--- src/rtl/histogram_scan_ctrl_pkg.sv ---
// Shared definitions for the histogram scan controller.
//   scanState_t      : controller states (idle, drain, scan, flush, done).
//   DEF_DATA_SIZE    : default sample / bin index width.
//   DEF_LENGTH_SIZE  : default bin count width.
//   SUM_W            : total width at defaults (count width + index width,
//                      enough to sum every bin at full count).
//   MIN_DRAIN        : shortest drain that still covers the 5-cycle
//                      subtract write path of the chain.
package histogram_scan_ctrl_pkg;

   typedef enum logic [2:0] {
      ST_IDLE,
      ST_DRAIN,
      ST_SCAN,
      ST_FLUSH,
      ST_DONE
   } scanState_t;

   localparam int DEF_DATA_SIZE   = 4;
   localparam int DEF_LENGTH_SIZE = 6;
   localparam int SUM_W           = DEF_LENGTH_SIZE + DEF_DATA_SIZE;
   localparam int MIN_DRAIN       = 6;

endpackage

--- src/rtl/histogram_scan_ctrl_peak_acc.sv ---
// histogram_peak_acc: running total / peak tracker for one readout scan.
// Ports:
//   clk, rst   : clock, asynchronous active-high reset (clears everything).
//   clear      : zero the running values (issued on entry to the scan).
//   accEn      : a bin count is present this cycle (one stage ahead of
//                bin_valid, so the last bin lands before the done cycle).
//   accIdx     : bin index of that count.
//   accCount   : the count itself.
//   latch      : copy the running values, including this cycle's bin, into
//                the held summary outputs.
//   peakBin, peakCount, total : held summary, changes only on latch.
module histogram_peak_acc
   import histogram_scan_ctrl_pkg::*;
#(
   parameter int DATA_SIZE   = DEF_DATA_SIZE,
   parameter int LENGTH_SIZE = DEF_LENGTH_SIZE,
   parameter int SUM_BITS    = SUM_W
)(
   input  logic                   clk,
   input  logic                   rst,
   input  logic                   clear,
   input  logic                   accEn,
   input  logic [DATA_SIZE-1:0]   accIdx,
   input  logic [LENGTH_SIZE-1:0] accCount,
   input  logic                   latch,
   output logic [DATA_SIZE-1:0]   peakBin,
   output logic [LENGTH_SIZE-1:0] peakCount,
   output logic [SUM_BITS-1:0]    total
);

   logic [SUM_BITS-1:0]    runTotal,   nextTotal;
   logic [LENGTH_SIZE-1:0] runPeak,    nextPeak;
   logic [DATA_SIZE-1:0]   runPeakBin, nextPeakBin;

   // Strict greater-than: on a tie the earlier (lower) index is kept.
   always_comb begin
      nextTotal   = runTotal;
      nextPeak    = runPeak;
      nextPeakBin = runPeakBin;
      if (accEn) begin
         nextTotal = runTotal + SUM_BITS'(accCount);
         if (accCount > runPeak) begin
            nextPeak    = accCount;
            nextPeakBin = accIdx;
         end
      end
   end

   always_ff @(posedge clk or posedge rst) begin
      if (rst) begin
         runTotal   <= '0;
         runPeak    <= '0;
         runPeakBin <= '0;
         total      <= '0;
         peakCount  <= '0;
         peakBin    <= '0;
      end else begin
         if (clear) begin
            runTotal   <= '0;
            runPeak    <= '0;
            runPeakBin <= '0;
         end else begin
            runTotal   <= nextTotal;
            runPeak    <= nextPeak;
            runPeakBin <= nextPeakBin;
         end
         if (latch) begin
            total     <= nextTotal;
            peakCount <= nextPeak;
            peakBin   <= nextPeakBin;
         end
      end
   end

endmodule

--- src/rtl/histogram_scan_ctrl.sv ---
// histogram_scan_ctrl: sits in front of the histogram chain (window FIFO +
// bin-count memory). Forwards the sample stream and, on request, stops the
// stream, lets in-flight read-modify-writes retire, then reads every bin
// through the single read port and reports counts plus peak/total.
// Ports:
//   clk, rst              : clock, asynchronous active-high reset.
//   start                 : one-cycle scan request, ignored while busy.
//   s_valid/s_data/s_ready: upstream sample handshake.
//   h_valid/h_data        : sample into the chain (s_valid & s_ready, s_data).
//   his_rd/his_rd_add     : chain read strobe and bin address.
//   his_rd_data           : chain read data, RD_LAT cycles after his_rd.
//   bin_valid/idx/count   : one pulse per bin during the scan.
//   busy                  : scan in progress.
//   done                  : one-cycle pulse, summary valid from this cycle.
//   peak_bin/peak_count/total : summary, held until the next done.
module histogram_scan_ctrl
   import histogram_scan_ctrl_pkg::*;
#(
   parameter int DATA_SIZE   = DEF_DATA_SIZE,
   parameter int DATA_NUM    = 16,
   parameter int LENGTH_SIZE = DEF_LENGTH_SIZE,
   parameter int DRAIN       = 6,
   parameter int RD_LAT      = 2
)(
   input  logic                             clk,
   input  logic                             rst,
   input  logic                             start,
   input  logic                             s_valid,
   input  logic [DATA_SIZE-1:0]             s_data,
   output logic                             s_ready,
   output logic                             h_valid,
   output logic [DATA_SIZE-1:0]             h_data,
   output logic                             his_rd,
   output logic [DATA_SIZE-1:0]             his_rd_add,
   input  logic [LENGTH_SIZE-1:0]           his_rd_data,
   output logic                             bin_valid,
   output logic [DATA_SIZE-1:0]             bin_idx,
   output logic [LENGTH_SIZE-1:0]           bin_count,
   output logic                             busy,
   output logic                             done,
   output logic [DATA_SIZE-1:0]             peak_bin,
   output logic [LENGTH_SIZE-1:0]           peak_count,
   output logic [LENGTH_SIZE+DATA_SIZE-1:0] total
);

   // A drain shorter than the subtract write path would let the scan read a
   // bin before its last update lands, so it is never allowed below minimum.
   localparam int DRAIN_EFF = (DRAIN < MIN_DRAIN) ? MIN_DRAIN : DRAIN;
   localparam int CNT_MAX   = (DRAIN_EFF > RD_LAT) ? DRAIN_EFF : RD_LAT;
   localparam int CNT_W     = $clog2(CNT_MAX + 1);
   localparam logic [DATA_SIZE-1:0] LAST_ADD = DATA_SIZE'(DATA_NUM - 1);

   scanState_t           state;
   logic [CNT_W-1:0]     waitCnt;
   logic [DATA_SIZE-1:0] rdAdd;
   logic                 rdOn;
   logic                 readyReg;
   logic                 doneReg;

   logic [RD_LAT-1:0]    rdFlagPipe;
   logic [DATA_SIZE-1:0] rdAddPipe [RD_LAT];

   logic                   binValidReg;
   logic [DATA_SIZE-1:0]   binIdxReg;
   logic [LENGTH_SIZE-1:0] binCountReg;

   logic accClear;
   logic accLatch;

   assign s_ready    = readyReg;
   assign h_valid    = s_valid & readyReg;
   assign h_data     = s_data;
   assign his_rd     = rdOn;
   assign his_rd_add = rdAdd;
   assign busy       = (state != ST_IDLE);
   assign done       = doneReg;
   assign bin_valid  = binValidReg;
   assign bin_idx    = binIdxReg;
   assign bin_count  = binCountReg;

   // Running values clear as the scan starts; the summary latches on the
   // cycle that enters DONE so it is already valid while done is high.
   assign accClear = (state == ST_DRAIN) && (waitCnt == '0);
   assign accLatch = (state == ST_FLUSH) && (waitCnt == '0);

   always_ff @(posedge clk or posedge rst) begin
      if (rst) begin
         state    <= ST_IDLE;
         waitCnt  <= '0;
         rdAdd    <= '0;
         rdOn     <= 1'b0;
         readyReg <= 1'b0;
         doneReg  <= 1'b0;
      end else begin
         doneReg <= 1'b0;
         case (state)
            ST_IDLE: begin
               readyReg <= 1'b1;
               if (start) begin
                  state    <= ST_DRAIN;
                  waitCnt  <= CNT_W'(DRAIN_EFF - 1);
                  readyReg <= 1'b0;
               end
            end
            ST_DRAIN: begin
               if (waitCnt == '0) begin
                  state <= ST_SCAN;
                  rdAdd <= '0;
                  rdOn  <= 1'b1;
               end else begin
                  waitCnt <= waitCnt - 1'b1;
               end
            end
            ST_SCAN: begin
               rdAdd <= rdAdd + 1'b1;
               if (rdAdd == LAST_ADD) begin
                  state   <= ST_FLUSH;
                  rdOn    <= 1'b0;
                  waitCnt <= CNT_W'(RD_LAT - 1);
               end
            end
            ST_FLUSH: begin
               if (waitCnt == '0) begin
                  state   <= ST_DONE;
                  doneReg <= 1'b1;
               end else begin
                  waitCnt <= waitCnt - 1'b1;
               end
            end
            ST_DONE: begin
               state    <= ST_IDLE;
               readyReg <= 1'b1;
            end
            default: state <= ST_IDLE;
         endcase
      end
   end

   // Read-latency alignment: flag and address travel RD_LAT stages so they
   // meet his_rd_data from the same read.
   always_ff @(posedge clk or posedge rst) begin
      if (rst) begin
         rdFlagPipe <= '0;
      end else begin
         rdFlagPipe[0] <= rdOn;
         for (int i = 1; i < RD_LAT; i++) begin
            rdFlagPipe[i] <= rdFlagPipe[i-1];
         end
      end
   end

   always_ff @(posedge clk) begin
      rdAddPipe[0] <= rdAdd;
      for (int i = 1; i < RD_LAT; i++) begin
         rdAddPipe[i] <= rdAddPipe[i-1];
      end
   end

   // Readout output register.
   always_ff @(posedge clk or posedge rst) begin
      if (rst) begin
         binValidReg <= 1'b0;
         binIdxReg   <= '0;
         binCountReg <= '0;
      end else begin
         binValidReg <= rdFlagPipe[RD_LAT-1];
         if (rdFlagPipe[RD_LAT-1]) begin
            binIdxReg   <= rdAddPipe[RD_LAT-1];
            binCountReg <= his_rd_data;
         end
      end
   end

   histogram_peak_acc #(
      .DATA_SIZE   (DATA_SIZE),
      .LENGTH_SIZE (LENGTH_SIZE),
      .SUM_BITS    (LENGTH_SIZE + DATA_SIZE)
   ) uPeakAcc (
      .clk       (clk),
      .rst       (rst),
      .clear     (accClear),
      .accEn     (rdFlagPipe[RD_LAT-1]),
      .accIdx    (rdAddPipe[RD_LAT-1]),
      .accCount  (his_rd_data),
      .latch     (accLatch),
      .peakBin   (peak_bin),
      .peakCount (peak_count),
      .total     (total)
   );

endmodule

--- config.mk ---
export PLATFORM = sky130hd
export DESIGN_NAME = histogram_scan_ctrl
export DESIGN_NICKNAME = d
export VERILOG_FILES = /design/src/rtl/histogram_scan_ctrl_pkg.sv /design/src/rtl/histogram_scan_ctrl_peak_acc.sv /design/src/rtl/histogram_scan_ctrl.sv
export SDC_FILE = /design/constraint.sdc
export NUM_CORES = 1
export LEC_CHECK = 0
export CORE_MARGIN = 2
export CORE_UTILIZATION = 40
export CTS_CLUSTER_SIZE = 16
export DETAILED_ROUTE_END_ITERATION = 6
export PLACE_DENSITY = 0.59
export SLEW_MARGIN = 20
export SYNTH_ARGS = -nofsm -noshare
export SYNTH_HDL_FRONTEND = slang
export SYNTH_SLANG_ARGS = --single-unit
export TNS_END_PERCENT = 50
--- constraint.sdc ---
create_clock -name clk -period 3 [get_ports clk]
set_clock_uncertainty 0.05 [all_clocks]
set_input_delay 0.6 -clock clk [delete_from_list [all_inputs] [get_ports clk]]
set_output_delay 0.6 -clock clk [all_outputs]
set_load 0.02 [all_outputs]
==> out/results.txt <==
Worst Max-Slew Pin Slew: 0.655 ns
CP Cell Sequence: clkdlybuf4s50_1, ha_1, fa_1, a211oi_1, nor2_1, o311ai_1, xor2_1, o21ai_1
ANT nets after route: 0
Syn Inst Count: 299
Pwr dens: 1070 nW/um^2
Synth Area in Adders: 6.32%
# IOs: 58
CTS tree: done
P_leak: 0.00189 uW
Drt via density: 4.97
Share of layout cells above drive strength 1: 12.4%
Commonest non-fill, non-tap cells in the layout: dfrtp_1, clkdlybuf4s50_1, nor2_1
VDD IR max: 435 uV
Xor/xnor share of the synthesized area: 1.33%
Initial Util: 40.6%
Post-synth top flop: dfrtp_1
Compound-Gate Fraction of Synth Area: 12.4%
Root Driver: clkbuf_8
CORE AREA: 8090 sq um
Delay-heaviest family, CP: adder cells
Resized Gates After CTS: 0
CTS Hold Buffers Added: 0
Synth top area share: 50.2%
Post-Synth Simple-Gate Area: 11.6%
Setup CP Type: in -> reg
Setup Buffers After CTS: 0
Num CTS Buffers: 9
Commonest non-fill, non-tap cell in the layout: dfrtp_1
Reg2reg path depth: 7
First-pass GRT wire length: 11.1 mm
Post-synthesis sequential area ratio: 55.1%
Final cycle utilization of the critical path: 86.3%
CP max FO: 4
CP required: 3.18 ns
CP max stage cell: clkdlybuf4s50_1
HP Class: reg -> reg
Hold Path Sink: rdAddPipe[0][7]
First-pass DRT Iterations: 4
Synth Register Bits: 74
Max-slew violations: 0
Total placed instance area: 3900 sq um
Outcome: finished, final reports clean
Top cells by area, synth: dfrtp_1, ha_1, dfxtp_1, mux2i_1, mux2_2
Cell variety after synth: 49
Final net count: 381
Initial DRC count: 70
Hold_sp: rdAddPipe[0][3]
Largest net degree at the start of global routing: 43
Post-DP HPWL: 4.56 mm
Endpoints failing hold: 0
Setup-failing EPs final: 0
Critical R2R Launch: uPeakAcc.runTotal[0]
Hold Path Cell Cnt: 0
Worst Path Arrival: 2.77 ns
Final Wtd Congestion: 0.816
Max-cap violations: 0
Antenna violations before repair: 0
Post-Route WL: 6.43 mm
Total grt overflow: 0
H-Tree Depth: 3
Fmax: 386 MHz
Antenna diodes: 0
Die height: 94.7 um
FP Rows: 33
Number of synthesized flops with an enable pin: 0
Worst-path clk slew: 0.08 ns
CP Capture Type: register
FF/Latch Area: 1810 sq um
Multi-input gate area: 1320 sq um
Clock latency on the worst-skew pair: 0.34 ns
Setup TNS: 0 ns
Post-route cell area: 4070 sq um
CP Buf/Inv Count: 1
R2R Setup Slk: 0.80 ns
Nature of the critical path startpoint: primary input
Final min period: 2.59 ns
Leading area contributor after synthesis: dfrtp_1
Vias in the first global route: 2302
Slew headroom: 56.3%
Syn. warnings: 0
Max stage delay on crit path: 0.48 ns
Syn_area_per_cell: 11.0 sq um
DR vias: 2293
Die X: 94.7 um
Clk buf depth: 2
Mux share of post-synthesis cell area: 8.33%
Gr usage total: 16.2%
Place WS: 0.0484 ns
Largest family of logic cells by synthesized area: compound AO/OA/AOI/OAI gates
Wire per inst: 14.0 um
Die ar.: 8960 sq um
Layout Area Growth over Synthesis: 23.7%
Ys async rst share: 89.2%
Fillers: 788
Syn Std Cell Area: 3290 sq um
Final worst setup slack: 0.412 ns
Clock sink total: 74
RSZ-0062 raised after global routing: no
DRC: 0
Syn_nets: 329
Buffers added on ports: 49
Worst r2r dst: uPeakAcc.total[6]
==> cell families (layout without fill, tap and decap cells) <==
kind of cell / count (synthesis) / after routing
mux: 26 / 26
fa+ha+maj: 16 / 16
simple gates: 81 / 81
xor+xnor: 5 / 5
compound gates: 62 / 62
flops: 74 / 74
buf+inv: 35 / 92
==> stage by stage <==
stage	total power (uW)	std cells	hold WS (ns)	utilization (%)
floorplan	3030	299	0.260	-
global placement	3690	445	0.261	48.1
detailed placement	3740	445	0.266	48.1
CTS	4440	461	0.284	50.3
global route	4740	461	0.286	50.3
finish	4370	461	0.281	50.3
==> cells in the mapped netlist (all sizes together), types with 4 or more instances <==
master and count:
a31oi 6, a211oi 4, o21ai 27, dfrtp 66, nor2 29, a21oi 7, buf 12, clkbuf 5
inv 18, mux2i 15, mux2 11, dfxtp 8, nor3 5, a21o 5, nand2 26, ha 15
==> final cells by class <==
type | count | share of cell area [%]
Sequential cell | 74 | 44.5
Multi-Input combinational cell | 190 | 32.3
Timing Repair Buffer | 58 | 14.0
Tap cell | 105 | 3.23
Clock buffer | 10 | 3.14
Inverter | 18 | 1.66
Clock inverter | 6 | 1.08
==> power breakdown <==
| group | internal [uW] | switching [uW] | leakage [uW] |
|---|---|---|---|
| Combinational | 942 | 1070 | 0.000929 |
| Clock | 303 | 375 | 0.0000866 |
| Sequential | 1400 | 277 | 0.000875 |
| Total | 2640 | 1730 | 0.00189 |
==> how the worst max path moves through the flow <==
stage | from | endpoint | slack, ns | cells past startpoint
after floorplan | rst | bin_count[0] | 0.70 | 1
after global placement | his_rd_data[0] | uPeakAcc.total[8] | 0.09 | 8
after detailed placement | his_rd_data[0] | uPeakAcc.total[8] | 0.05 | 8
after CTS | his_rd_data[0] | uPeakAcc.total[8] | 0.41 | 8
after global routing | his_rd_data[0] | uPeakAcc.total[8] | 0.14 | 8
final | his_rd_data[0] | uPeakAcc.total[6] | 0.41 | 8
==> state kept, by name, summed over array words and instances, names as in the netlist, 3 cells and up <==
name and cells:
rdAddPipe 8, uPeakAcc.runTotal 10, uPeakAcc.runPeakBin 4, waitCnt 3
bin_idx 4, uPeakAcc.runPeak 6, uPeakAcc.peakBin 4, bin_count 6
state 3, uPeakAcc.peakCount 6, uPeakAcc.total 10, his_rd_add 4
==> per-layer routing <==
layer  vias to the layer above  track usage (%)  wire length (um)
met4                         0             4.11                57
li1                       1134                -                 -
met3                         6             4.79               261
met2                        44             26.5              3150
met5                         -                0                 0
met1                      1109             21.2              2960
Power figures use the tool's default switching activity.
